===== src/rtl/ext_pkg.sv =====
// Shared types and constants for the immediate-extension pipeline.
// Mode codes for ext_core, buffer depth, and the buffer occupancy states.
package ext_pkg;

  typedef logic [2:0] ext_mode_t;

  localparam ext_mode_t EXT_SIGN     = 3'b000;
  localparam ext_mode_t EXT_ZERO     = 3'b001;
  localparam ext_mode_t EXT_UPPER    = 3'b010;
  localparam ext_mode_t EXT_SIGN_SHL = 3'b011;

  // Number of entries held by the output buffer.
  localparam int EXT_DEPTH = 2;

  // Buffer occupancy; the encoding equals the entry count.
  typedef enum logic [1:0] {
    BUF_EMPTY = 2'd0,
    BUF_ONE   = 2'd1,
    BUF_TWO   = 2'd2
  } buf_state_t;

endpackage


===== src/rtl/ext_core.sv =====
// Combinational immediate extender: maps an IN_W-bit immediate and a mode
// code to an OUT_W-bit value. Reserved modes yield 0.
// Optional macro EXT_ERR_EN adds o_err, set for reserved modes.
module ext_core
  import ext_pkg::*;
#(
  parameter int IN_W  = 16,
  parameter int OUT_W = 32,
  parameter int SHAMT = 2
) (
  input  logic [IN_W-1:0]  i_imm,
  input  ext_mode_t        i_mode,
`ifdef EXT_ERR_EN
  output logic             o_err,
`endif
  output logic [OUT_W-1:0] o_data
);

  logic [OUT_W-1:0] w_sext;

  // Size cast of a signed operand replicates the MSB, and stays legal when IN_W == OUT_W.
  assign w_sext = OUT_W'($signed(i_imm));

  // Select the extension for the current mode.
  always_comb begin
    // NOTE: every output gets a default before the case so no path leaves it unassigned (no latch).
    o_data = '0;
`ifdef EXT_ERR_EN
    o_err  = 1'b0;
`endif
    case (i_mode)
      EXT_SIGN:     o_data = w_sext;
      EXT_ZERO:     o_data = OUT_W'(i_imm);
      EXT_UPPER:    o_data = OUT_W'(i_imm) << (OUT_W - IN_W);
      EXT_SIGN_SHL: o_data = w_sext << SHAMT;
      default: begin
`ifdef EXT_ERR_EN
        o_err = 1'b1;
`endif
      end
    endcase
  end

endmodule


===== src/rtl/ext_pipe.sv =====
// Registered immediate-extension unit with a 2-entry in-order output buffer
// and valid/ready handshakes on both sides. Entry 0 is always the head.
// Optional macro EXT_ERR_EN adds out_err, carried alongside each entry.
module ext_pipe
  import ext_pkg::*;
#(
  parameter int IN_W  = 16,
  parameter int OUT_W = 32,
  parameter int SHAMT = 2
) (
  input  logic             clk,
  input  logic             reset_n,
  input  logic             in_valid,
  output logic             in_ready,
  input  logic [IN_W-1:0]  in_imm,
  input  logic [2:0]       in_mode,
  output logic             out_valid,
  input  logic             out_ready,
`ifdef EXT_ERR_EN
  output logic             out_err,
`endif
  output logic [OUT_W-1:0] out_data
);

`ifdef EXT_ERR_EN
  localparam int ENTRY_W = OUT_W + 1;
`else
  localparam int ENTRY_W = OUT_W;
`endif

  logic [OUT_W-1:0]   w_data;
  logic [ENTRY_W-1:0] w_entry;
  logic               w_push;
  logic               w_pop;

  buf_state_t         r_state;
  logic [ENTRY_W-1:0] r_entry0;
  logic [ENTRY_W-1:0] r_entry1;

`ifdef EXT_ERR_EN
  logic w_err;

  ext_core #(.IN_W(IN_W), .OUT_W(OUT_W), .SHAMT(SHAMT)) u_core (
    .i_imm  (in_imm),
    .i_mode (in_mode),
    .o_err  (w_err),
    .o_data (w_data)
  );

  assign w_entry = {w_err, w_data};
  assign out_err = r_entry0[OUT_W];
`else
  ext_core #(.IN_W(IN_W), .OUT_W(OUT_W), .SHAMT(SHAMT)) u_core (
    .i_imm  (in_imm),
    .i_mode (in_mode),
    .o_data (w_data)
  );

  assign w_entry = w_data;
`endif

  // Handshake flags come from registered occupancy only; out_ready never reaches in_ready.
  assign in_ready  = (r_state != buf_state_t'(EXT_DEPTH));
  assign out_valid = (r_state != BUF_EMPTY);
  assign out_data  = r_entry0[OUT_W-1:0];
  assign w_push    = in_valid && in_ready;
  assign w_pop     = out_valid && out_ready;

  // Occupancy FSM and buffer storage, with synchronous flush on reset.
  always_ff @(posedge clk) begin
    if (!reset_n) begin
      // NOTE: the two entries are reset because the head drives out_data, which must read 0 after reset.
      r_state  <= BUF_EMPTY;
      r_entry0 <= '0;
      r_entry1 <= '0;
    end else begin
      // NOTE: non-blocking assignments so the shift r_entry0 <= r_entry1 reads pre-edge values.
      case (r_state)
        BUF_EMPTY: begin
          if (w_push) begin
            r_entry0 <= w_entry;
            r_state  <= BUF_ONE;
          end
        end
        BUF_ONE: begin
          if (w_push && w_pop) begin
            r_entry0 <= w_entry;
          end else if (w_push) begin
            r_entry1 <= w_entry;
            r_state  <= BUF_TWO;
          end else if (w_pop) begin
            r_state  <= BUF_EMPTY;
          end
        end
        BUF_TWO: begin
          if (w_pop) begin
            r_entry0 <= r_entry1;
            r_state  <= BUF_ONE;
          end
        end
        default: r_state <= BUF_EMPTY;
      endcase
    end
  end

endmodule


===== config.mk =====
export PLATFORM = sky130hd
export DESIGN_NAME = ext_pipe
export DESIGN_NICKNAME = d
export VERILOG_FILES = /design/src/rtl/ext_pkg.sv /design/src/rtl/ext_core.sv /design/src/rtl/ext_pipe.sv
export SDC_FILE = /design/constraint.sdc
export NUM_CORES = 1
export LEC_CHECK = 0
export CORE_UTILIZATION = 25
export CTS_CLUSTER_SIZE = 10
export DETAILED_ROUTE_END_ITERATION = 16
export PLACE_DENSITY = 0.41
export SYNTH_ARGS = -nofsm -noshare
export SYNTH_HDL_FRONTEND = slang
export SYNTH_SLANG_ARGS = --single-unit

===== constraint.sdc =====
create_clock -name clk -period 2.5 [get_ports clk]
set_input_delay 0.375 -clock clk [delete_from_list [all_inputs] [get_ports clk]]
set_output_delay 0.375 -clock clk [all_outputs]
set_load 0.01 [all_outputs]

* Word-level counts from Yosys, hierarchy flattened
Cells that the tools add are included.
Widths: inputs -> output; s select.
** Word-level totals
- Register bits :: 66
- Input bits :: 23
- Word-level logic and storage cells :: 36
** Cells by class
- Equal/unequal tests :: 11
- Multiplexer cells :: 11
- Bitwise operators :: 1
- Reduce and logical (&&, ||, !) cells :: 10
** Operators by type and width (number)
- $pmux 32 s4 :: 1
- $mux 32 :: 3
- $pmux 32 s3 :: 1
- $mux 2 :: 5
- $ne 2x2->1 const B :: 5
- $reduce_and 4->1 :: 2
- $eq 3x2->1 const B :: 2
- $pmux 2 s3 :: 1
- $eq 3x1->1 const B :: 1
- $logic_and 1x1->1 :: 3
- $logic_not 3->1 :: 1
- $ne 3x3->1 const B :: 1
- $reduce_and 3->1 :: 1
- $reduce_bool 3->1 :: 1
- $eq 2x1->1 const B :: 1
- $eq 2x2->1 const B :: 1
- $logic_not 2->1 :: 1
- $reduce_bool 2->1 :: 1
- $not 1->1 :: 1

* Longest topological paths before layout
- Depth in word-level cells :: 6
- Mapped depth :: 8
- Mapped depth without buffers :: 5

* Cells and area by module
A second synthesis with hierarchy kept.
** Second synthesis, totals
- Cells, all modules :: 398
- Area, all modules :: 3606.0 µm²
** Modules (own cells, without submodules)
- ext_pipe :: times used 1, cells an instance 308, area an instance 2999.1 µm²
- ext_core :: times used 1, cells an instance 90, area an instance 606.8 µm²

* Worst setup path after synthesis
No wires, ideal clock.
- Path kind :: in2reg
- From :: in in_mode[0]
- To :: reg r_entry0[15] (netlist: out_data[15])
- Setup time :: 0.120 ns
- Arrival time :: 1.341 ns
- Required time :: 2.380 ns
- Setup slack :: 1.039 ns
- Cell stages on the path :: 7
- Buffers on the path :: 3
- Path through :: buf_6 -> and2_4 -> buf_6 -> buf_6 -> a22o_1 -> a221oi_2 -> nor2_1
** On the way
- Cells in the longest elaborated chain, start to end :: 4
** Ends and longest elaborated chain
- from (decl) :: RTL line ext_pipe.sv:16 : input logic [2:0] in_mode,
- $eq 3x2->1, or another cell as far along :: RTL line ext_core.sv:31 : case (i_mode)
- $pmux 32 s4 * :: RTL line ext_core.sv:31
- $mux 32 (on tied branches) :: RTL line ext_pipe.sv:86, ext_pipe.sv:80
- $pmux 32 s3 * :: RTL line ext_pipe.sv:78 : case (r_state)
- to (signal assigned) :: RTL line ext_pipe.sv:81 : r_entry0 <= w_entry;
- to (signal assigned) :: RTL line ext_pipe.sv:87 : r_entry0 <= w_entry;
- to (signal assigned) :: RTL line ext_pipe.sv:97 : r_entry0 <= r_entry1;
- to (decl) :: RTL line ext_pipe.sv:37 : logic [ENTRY_W-1:0] r_entry0;
Every way passes the cells marked *; elsewhere a longest branch is shown, timed or not. The select of a mux whose other input is x is not followed.
A chain may end at the register's enable or synchronous reset.

* Final worst setup path
- From :: reg r_state[0]
- To :: out in_ready
** On the way
- Cells in the longest elaborated chain, start to end :: 1
** Ends and longest elaborated chain
- from (decl) :: RTL line ext_pipe.sv:36 : buf_state_t r_state;
- from (signal assigned) :: RTL line ext_pipe.sv:73 : r_state <= BUF_EMPTY;
- from (signal assigned) :: RTL line ext_pipe.sv:82 : r_state <= BUF_ONE;
- from (signal assigned) :: RTL line ext_pipe.sv:90 : r_state <= BUF_TWO;
- $ne 2x2->1 :: RTL line ext_pipe.sv:63 : assign in_ready = (r_state != buf_state_t'(EXT_DEPTH));
- to (decl) :: RTL line ext_pipe.sv:14 : output logic in_ready,
No other way between the ends.

==> key figures <==
Critical path
  – Type of the setup path with the least slack: reg2out
  – Maximum fanout count along the critical path: 15
  – Reg2Reg Depth: 5
  – Critical path startpoint category: flip-flop
  – Endpoint type of the worst setup path: output pin
  – Required time of the critical path: approximately 2100 ps
  – Arrival time of the worst setup path: 1780 ps

Pwr
  – Seq pwr share: just under 40%
  – Power density over the cells: 695 nW/um^2
  – Internal power: ~0.0022 W
  – Leak pwr: ~1.5 nW
  – Switching Share: roughly 26%
  – Worst vdd rail ir drop: 0.230 mV
  – Switching component of the power: approximately 0.00076 W
  – Part of the power in combinational logic: 17.6%
  – Share of power burned in the clock network: roughly 44%

Clock tree
  – Clock buffers created by TritonCTS: 9
  – Number of clock sinks: between 60 and 70
  – Clock transition at the registers of the reported paths: roughly 50 ps
  – Clock tree from TritonCTS: done
  – Number of buffers inserted by post-CTS setup repair: 0
  – Post-cts hold buffer count: 0
  – Clock Tree Root: clkbuf_16
  – Number of instances resized during post-cts repair: 0
  – Clock Latency Late Sink: 330 ps
  – Max Root-Sink Buffers: 2
  – Max H-tree Level: 3

Global route
  – Total Routing Usage GR: between 10% and 20%
  – Number of antenna violations at the first check in global routing: 0
  – Vias in the first global route: approximately 2800
  – Pin count of the biggest net entering global routing: 37
  – Wire length of the first global-routing pass: about 16000 microns
  – Global route total overflow: 0

Min path
  – Kind of path behind the tightest hold check: reg2reg
  – Worst Hold Depth: 2

Yosys
  – Number of storage elements in the synthesis netlist: 66
  – Syn Nets: around 390
  – Ys Warns: 0
  – Syn avg cell area: 9.09 sq um
  – Mapped Area: ~3300 sq um
  – Number of synthesized flops with an enable pin: 0
  – Area contributors post-synth: dfxtp_1 40%, a22oi_1 6.6%, a221oi_2 6.4%
  – Synth Flop Type: dfxtp_1
  – Cell type with the highest aggregate area in the netlist: dfxtp_1
  – Most instantiated library cell after synthesis: dfxtp_1
  – Cells after synthesis: between 300 and 400
  – Yosys top cell area share: between 30% and 40%
  – Top cell types by occurrence after synthesis: 66 x dfxtp_1, 51 x nor2_1, 38 x o21ai_0
  – Number of unique standard cell types used by synthesis: 43
  – Ys async rst share: 0%
  – Sequential element share of the synthesized area: roughly 40%

Die
  – Y dimension of the die: 117 microns
  – I/O pin count: 57
  – Area of the core: 12800 sq um
  – Initial Utilization: 25.9%
  – Die Span X: about 120 microns
  – Row Count: between 40 and 50
  – Die Outline Area: about 14000 sq um

Route
  – Avg Vias per Cell: 4.83
  – Final WL: approximately 9800 microns
  – Drt pass-1 iters: 5
  – Number of DRC markers after the initial detailed-route iteration: approximately 180
  – Vias after detailed routing: between 2000 and 3000
  – Routed length per instance: between 15 and 20 microns
  – Detailed-route DRC error count: 0
  – Final ANT Viol Nets: 0

STA
  – Period utilisation layout: ~86%
  – Worst-case hold slack: ~460 ps
  – RSZ-0062 raised after global routing: no
  – Setup clock skew after layout: slightly below 7 ps
  – Slew Limit Fails: 0
  – Measured slew at the worst slew-check pin: slightly above 500 ps
  – Post-layout minimum cycle time: 2160 ps
  – Highest clock rate: between 0.4 and 0.5 GHz
  – Total negative slack for setup checks: 0 ps
  – Tightest slew margin relative to the limit: between 60% and 70%
  – Final Hold Vio Count: 0
  – Total setup violations reported at the end of the flow: 0

Placed design
  – RePlAce Congestion: between 0.7 and 0.8
  – Number of buffer cells added on primary ports: 56
  – Detailed placement HPWL: about 6700 microns

Finish
  – Layout Utilization: 33.3%
  – Net count of the finished layout: 430
  – Proportion of layout cells with a drive suffix above 1: around 15%
  – Antenna diode instance count: 0
  – FILL cells: about 1300
  – Area growth from synthesis to layout: 28.5%

Outcome
  – Outcome: complete, no violations

Job
  – Max cap viols: 0
path summary, 6_finish.rpt:
path,slack (ps),start,end
max reg2reg,750,r_state[0]$_SDFFE_PN0P_,out_data[31]$_SDFFE_PN0P_
min reg2reg,460,r_entry1[0]$_SDFFE_PN0P_,r_entry1[0]$_SDFFE_PN0P_
min,460,r_entry1[0]$_SDFFE_PN0P_,r_entry1[0]$_SDFFE_PN0P_
max,340,r_state[0]$_SDFFE_PN0P_,in_ready
critical path: stages, from the launching register on:
cell	delay, ps
dfxtp_1	640
nor2b_4	100
inv_1	160
clkdlybuf4s50_1	560
power groups by stage:
stage          logic (W)  registers [W]  clock network (W)
3_5_place_dp    0.000526        0.00117                  0
2_1_floorplan   0.000295        0.00118                  0
4_1_cts         0.000529        0.00115            0.00134
5_1_grt         0.000572        0.00115            0.00138
3_3_place_gp    0.000526        0.00117                  0
6_report        0.000520        0.00114            0.00129
layout make-up:
cell class	count	area, sq um	share of cell area, %
clock buffers	13	270	6.36
clock inverters	2	35.0	0.824
inverters	3	11.3	0.265
multi-input cells	257	1710	40.2
flip-flops and latches	66	1320	31.1
well taps	172	215	5.06
repair buffers	70	691	16.2
metal layers:
| layer | GRT usage [%] | vias to the layer above | wire (microns) |
|---|---|---|---|
| met5 | 0 | - | 0 |
| met4 | 6.58 | 0 | 55 |
| met3 | 2.42 | 2 | 307 |
| met2 | 23.2 | 52 | 4680 |
| met1 | 21.5 | 1328 | 4730 |
| li1 | - | 1433 | - |
sequential cells by signal (all words and copies together) (netlist names):
name      cells
r_entry1     32
out_data     32
r_state       2
cell usage in the layout (no fill, tap or decap), types with 2 or more instances in the layout:
cell type / Yosys / routed
nand3_1: 6 / 6
nand2_1: 12 / 12
nor4b_1: 2 / 2
buf_12: 0 / 2
buf_4: 3 / 12
clkbuf_16: 0 / 9
clkbuf_8: 1 / 3
nor4_1: 8 / 8
inv_1: 2 / 2
nor2_1: 51 / 51
clkdlybuf4s50_1: 0 / 56
a221oi_2: 14 / 14
o21ai_1: 13 / 13
dfxtp_1: 66 / 66
a21oi_1: 19 / 19
a22o_1: 14 / 14
o21a_1: 7 / 7
o21ai_0: 38 / 38
a22oi_1: 29 / 29
mux2i_1: 16 / 16
a311oi_1: 2 / 2
a21oi_2: 8 / 8
cell families after synthesis:
family | Yosys count | share of synthesized area [%]
and+or+nand+nor | 92 | 13.4
DFF | 66 | 39.9
muxes | 16 | 4.84
buffers and inverters | 41 | 8.62
AOI/OAI and AO/OA | 149 | 33.2
through the flow:
step	cells	total power (W)	cell area [sq um]	setup slack, ps
2_1_floorplan	364	0.00148	3310	1040
3_3_place_gp	568	0.00169	3950	300
4_1_cts	583	0.00301	4250	302
6_report	583	0.00296	4250	341
3_5_place_dp	568	0.00169	3950	261
5_1_grt	583	0.00310	4250	219
(Power assumes the default switching activity.)
